### config.mk
export PLATFORM = sky130hd
export DESIGN_NAME = u712_chip_reg_cycle
export DESIGN_NICKNAME = d
export VERILOG_FILES = /design/src/rtl/u712_pkg.sv /design/src/rtl/u712_clk_edge.sv /design/src/rtl/u712_chip_reg_cycle.sv
export SDC_FILE = /design/constraint.sdc
export NUM_CORES = 1
export LEC_CHECK = 0
export ABC_CLOCK_PERIOD_IN_PS = 1800
export CORE_AREA = 3 3 44 46
export DETAILED_ROUTE_END_ITERATION = 8
export DIE_AREA = 0 0 47 49
export GPL_TIMING_DRIVEN = 1
export PLACE_DENSITY_LB_ADDON = 0.12
export SYNTH_ARGS = -nofsm -noshare
export SYNTH_HDL_FRONTEND = slang
export SYNTH_HIERARCHICAL = 1
export SYNTH_SLANG_ARGS = --single-unit
### constraint.sdc
create_clock -name CLK40 -period 1.8 [get_ports CLK40]
set_clock_uncertainty 0.1 [all_clocks]
set_input_delay 0.18 -clock CLK40 [delete_from_list [all_inputs] [get_ports CLK40]]
set_output_delay 0.18 -clock CLK40 [all_outputs]
set_load 0.01 [all_outputs]
### src/rtl/u712_pkg.sv
// Shared types and constants for the U712 CPU-to-chipset register cycle sequencer.
// Optional feature macro used by the design: REG_TIMEOUT_EN.
package u712_pkg;

  typedef enum logic [1:0] {
    IDLE = 2'd0,
    WAIT = 2'd1,
    SLOT = 2'd2,
    ACK  = 2'd3
  } state_e;

  localparam int TIMEOUT_SLOTS_DEFAULT = 16;
  localparam int CNT_W                 = 5;

endpackage

### src/rtl/u712_clk_edge.sv
// Brings one asynchronous chip clock into the CLK40 domain and reports its edges.
// The pulses come straight from flops, so no input reaches them combinationally.
module u712_clk_edge (
  input  logic clk_i,
  input  logic rst_i,
  input  logic pin_i,
  output logic rise_o,
  output logic fall_o
);

  logic sync1_q;
  logic sync2_q;
  logic last_q;

  // Two synchronizer stages, then a delayed copy so edges can be compared
  always_ff @(posedge clk_i or posedge rst_i) begin
    if (rst_i) begin
      sync1_q <= 1'b0;
      sync2_q <= 1'b0;
      last_q  <= 1'b0;
    end else begin
      sync1_q <= pin_i;
      sync2_q <= sync1_q;
      last_q  <= sync2_q;
    end
  end

  assign rise_o = sync2_q & ~last_q;
  assign fall_o = ~sync2_q & last_q;

endmodule

### src/rtl/u712_chip_reg_cycle.sv
// CPU-to-chipset register cycle sequencer: waits for a chip slot that DMA has not
// claimed, drives the register strobes for that slot and acknowledges the CPU.
// Define REG_TIMEOUT_EN to add the free-slot wait limit and the TEAn output.
module u712_chip_reg_cycle
  import u712_pkg::*;
#(
  parameter int TIMEOUT_SLOTS = TIMEOUT_SLOTS_DEFAULT
) (
  input  logic CLK40,
  input  logic RESET,
  input  logic C1,
  input  logic C3,
  input  logic TSn,
  input  logic REGSPACEn,
  input  logic RnW,
  input  logic DMA_CYCLE,
  output logic CPU_SLOT,
  output logic RGAENn,
  output logic REGWRn,
  output logic DRDLE,
`ifdef REG_TIMEOUT_EN
  output logic TEAn,
`endif
  output logic TACKn
);

  // The slot counter has to be able to hold the limit it is compared against
  if (TIMEOUT_SLOTS < 1 || TIMEOUT_SLOTS >= (1 << CNT_W)) begin : gBadTimeout
    $error("TIMEOUT_SLOTS does not fit the chip slot counter");
  end

  logic c1Rise, c3Fall;
  logic unusedC1Fall, unusedC3Rise;

  state_e state_q, state_d;
  logic   rd_q, rd_d;
  logic   cpuSlot_q, cpuSlot_d;
  logic   rgaen_q, rgaen_d;
  logic   regwr_q, regwr_d;
  logic   drdle_q, drdle_d;
  logic   tack_q, tack_d;
`ifdef REG_TIMEOUT_EN
  logic             tea_q, tea_d;
  logic [CNT_W-1:0] cnt_q, cnt_d;
`endif

  u712_clk_edge uC1Edge (
    .clk_i  (CLK40),
    .rst_i  (RESET),
    .pin_i  (C1),
    .rise_o (c1Rise),
    .fall_o (unusedC1Fall)
  );

  u712_clk_edge uC3Edge (
    .clk_i  (CLK40),
    .rst_i  (RESET),
    .pin_i  (C3),
    .rise_o (unusedC3Rise),
    .fall_o (c3Fall)
  );

  // Next state and next output values; strobes follow the state being entered
  always_comb begin
    state_d = state_q;
    rd_d    = rd_q;
    drdle_d = 1'b0;
    tack_d  = 1'b1;
`ifdef REG_TIMEOUT_EN
    tea_d   = 1'b1;
    cnt_d   = cnt_q;
`endif
    case (state_q)
      IDLE: begin
        if (!TSn && !REGSPACEn) begin
          rd_d    = RnW;
          state_d = WAIT;
`ifdef REG_TIMEOUT_EN
          cnt_d   = '0;
`endif
        end
      end
      WAIT: begin
        if (c1Rise) begin
          if (!DMA_CYCLE) begin
            state_d = SLOT;
          end
`ifdef REG_TIMEOUT_EN
          else if (cnt_q + 1'b1 == CNT_W'(TIMEOUT_SLOTS)) begin
            tea_d   = 1'b0;
            state_d = IDLE;
            cnt_d   = '0;
          end else begin
            cnt_d = cnt_q + 1'b1;
          end
`endif
        end
      end
      SLOT: begin
        if (c3Fall) begin
          drdle_d = rd_q;
          state_d = ACK;
        end
      end
      ACK: begin
        tack_d  = 1'b0;
        state_d = IDLE;
      end
      default: state_d = IDLE;
    endcase
    cpuSlot_d = (state_d == SLOT);
    rgaen_d   = ~cpuSlot_d;
    regwr_d   = ~(cpuSlot_d & ~rd_d);
  end

  // State and registered outputs; reset forces every strobe inactive at once
  always_ff @(posedge CLK40 or posedge RESET) begin
    if (RESET) begin
      state_q   <= IDLE;
      rd_q      <= 1'b0;
      cpuSlot_q <= 1'b0;
      rgaen_q   <= 1'b1;
      regwr_q   <= 1'b1;
      drdle_q   <= 1'b0;
      tack_q    <= 1'b1;
`ifdef REG_TIMEOUT_EN
      tea_q     <= 1'b1;
      cnt_q     <= '0;
`endif
    end else begin
      state_q   <= state_d;
      rd_q      <= rd_d;
      cpuSlot_q <= cpuSlot_d;
      rgaen_q   <= rgaen_d;
      regwr_q   <= regwr_d;
      drdle_q   <= drdle_d;
      tack_q    <= tack_d;
`ifdef REG_TIMEOUT_EN
      tea_q     <= tea_d;
      cnt_q     <= cnt_d;
`endif
    end
  end

  assign CPU_SLOT = cpuSlot_q;
  assign RGAENn   = rgaen_q;
  assign REGWRn   = regwr_q;
  assign DRDLE    = drdle_q;
  assign TACKn    = tack_q;
`ifdef REG_TIMEOUT_EN
  assign TEAn     = tea_q;
`endif

endmodule

==> summary.md <==
| Metric | Value |
|---|---|
| Status | finished, final reports clean |
| Die X-Extent | 47 um |
| Post-CTS setup buffer count | 0 |
| Final setup margin | 0.1809 ns |
| Worst Hold Class | input port to async pin |
| Chip Height | 49 um |
| Hold_buf cts | 0 |
| Max_cap viols | 0 |
| Setup TNS | 0 ns |
| Switching Fraction | 24.24% |
| Crit path time final | between 1.5 and 2 ns |
| Pre-Repair DR Iteration Count | 2 |
| Slew at the pin closest to its max-slew limit | 0.3324 ns |
| Clock sink count | 14 |
| Crit-path max cell delay | 0.54 ns |
| Vias in the first global route | 330 |
| Syn avg cell area | 13.73 um^2 |
| Cell Area, Synth | between 400 and 500 um^2 |
| Sw power | roughly 180 uW |
| Final Hold Violating Endpoints | 0 |
| H-Tree Depth | 1 |
| WL/cell | about 11 um |
| Slew HR | between 70% and 80% |
| PortBufs | 12 |
| Peak VDD IR | 0.4922 mV |
| Final slew viol count | 0 |
| Clock power frac | 28.9% |
| Clock latency at the later pin of the worst-skew pair | 0.27 ns |
| Power Density | 1157 mW/mm^2 |
| Post-cts resize count | 0 |
| Critical Path Source Type | register |
| DP Worst Slack | 0.1459 ns |
| Clock slew at reported path FFs | 0.09 ns |
| Total CTS buffers | 3 |
| Nets@finish | 60 |
| Routed Antenna Nets | 0 |
| Area of the core | roughly 0.0015 mm^2 |
| Power share of the combinational group | 17.4% |
| Mapped Cells | 35 |
| Io pins | 13 |
| CP top delay family | buffers and inverters |
| Tcrit/Tclk final | between 80% and 90% |
| CTS tree | built |
| Slowest stage cell on the critical path | clkdlybuf4s50_1 |
| Final setup fails | 0 |
| FMAX | around 600 MHz |
| DRC viols | 0 |
| Flop pwr share | a little over half |
| Setup Crit Path Kind | register to output pin |
| Total die area | 0.002303 mm^2 |
| Root Driver | clkbuf_4 |
| GRT Overall Usage | 8.066% |
| Post-DP HPWL | about 580 um |
| Share of cells above drive strength 1 | 21.57% |
| Inserted Diodes | 0 |
| Total wire length | 740 um |
| Iteration-0 DRC Markers | 2 |
| Clock Path Buffers | 2 |
| Req. time, crit path | roughly 1.5 ns |
| Power, Total | 760.0 uW |
| Warnings, synthesis | 6 |
| Gr ovfl total | 0 |
| First-pass GRT wire length | 1311 um |
| # rows | 14 |
| Worst EP arrival | 1.34 ns |
| Vias | 295 |
| Vias per inst | between 4 and 5 |
| Worst-path fanout max | 1 |
| Syn-to-layout area delta | 36.72% |
| Leak | 0.0002983 uW |
| Placed Instance Area | 620.6 um^2 |
| Initial antenna violation count | 0 |
| Critical-path cell list | clkdlybuf4s50_1 |
| Routability Congestion | approximately 0.7 |
| CP Buf/Inv Count | 1 |
| Pin count of the biggest net entering global routing | 9 |
| Critical path capture point type | output pin |
| Initial Util | 31.17% |
| Syn_nets | 43 |
| Fin area | 656.9 um^2 |
| RSZ-0062 raised after global routing | no |
| Int Pwr | 575.8 uW |
[path summary, 6_finish.rpt]
path / start / end / slack, ns / cells past startpoint
worst max-delay path: REGWRn$_DFF_PP1_ / REGWRn / 0.18 / 1
worst min-delay path: RESET / uC3Edge/sync2_q$_DFF_PP0_ / 0.01 / 2
worst max register to register: state_q[0]$_DFF_PP0_ / REGWRn$_DFF_PP1_ / 0.40 / 3
worst min register to register: uC1Edge/sync1_q$_DFF_PP0_ / uC1Edge/sync2_q$_DFF_PP0_ / 0.25 / 0
max in group asynchronous: RESET / TACKn$_DFF_PP1_ / 1.20 / 2
min in group CLK40: C3 / uC3Edge/sync1_q$_DFF_PP0_ / 0.24 / 1
[per-stage QoR]
| stage | std cells | util [%] | hold WS [ns] |
|---|---|---|---|
| floorplan | 35 | - | -0.1664 |
| global placement | 63 | 40.26 | 0.2374 |
| detailed placement | 63 | 40.26 | 0.2347 |
| CTS | 67 | 42.61 | 0.002785 |
| global route | 67 | 42.61 | 0.005401 |
| finish | 67 | 42.61 | 0.01464 |
[power groups by stage]
stage | Sequential (uW) | Clock, uW | Combinational (uW)
after CTS | 409 | 228 | 136
after detailed placement | 415 | 0 | 136
after global placement | 412 | 0 | 131
final | 408 | 219 | 132
after global routing | 416 | 247 | 146
after floorplan | 416 | 0 | 63.9
[state kept, by name, indices dropped and copies added, names as in the netlist]
| name | flops |
|---|---|
| uC3Edge/sync2_q | 1 |
| uC1Edge/sync1_q | 1 |
| CPU_SLOT | 1 |
| RGAENn | 1 |
| state_q | 2 |
| uC1Edge/sync2_q | 1 |
| uC1Edge/last_q | 1 |
| uC3Edge/sync1_q | 1 |
| REGWRn | 1 |
| rd_q | 1 |
| TACKn | 1 |
| DRDLE | 1 |
| uC3Edge/last_q | 1 |
[cells in the final DEF (no fill, tap or decap)]
cell type / n
a211oi_1: 1
a21o_2: 1
a21oi_1: 1
and2b_2: 1
clkbuf_4: 3
clkbuf_8: 1
clkdlybuf4s50_1: 12
dfrtp_1: 11
dfstp_2: 3
inv_1: 5
mux2_2: 1
nand2_1: 3
nand2b_1: 1
nor2_1: 1
nor2b_1: 1
nor3_1: 1
nor4_1: 1
o21ai_2: 1
or2b_1: 1
or4bb_1: 1
[layout make-up]
type,count,area [um^2]
fill,152,884.6
sequential,14,354.1
timing repair buffer,12,120.1
multi-input combinational,16,107.6
clock buffer,4,36.28
tap,16,20.02
inverter,5,18.77
[metal layers]
layer / global-route usage, % / routed length, um
met1: 9.862 / 318
met2: 11.76 / 358
met3: 3.321 / 56
met4: 4.147 / 8
met5: 0 / 0
[worst reg2reg max path, cell delays in order (launching register included)]
cell	delay, ns
dfrtp_1	0.43
nor4_1	0.29
mux2_2	0.38
nand2b_1	0.14
No activity file was read; power rests on OpenSTA's default activity.
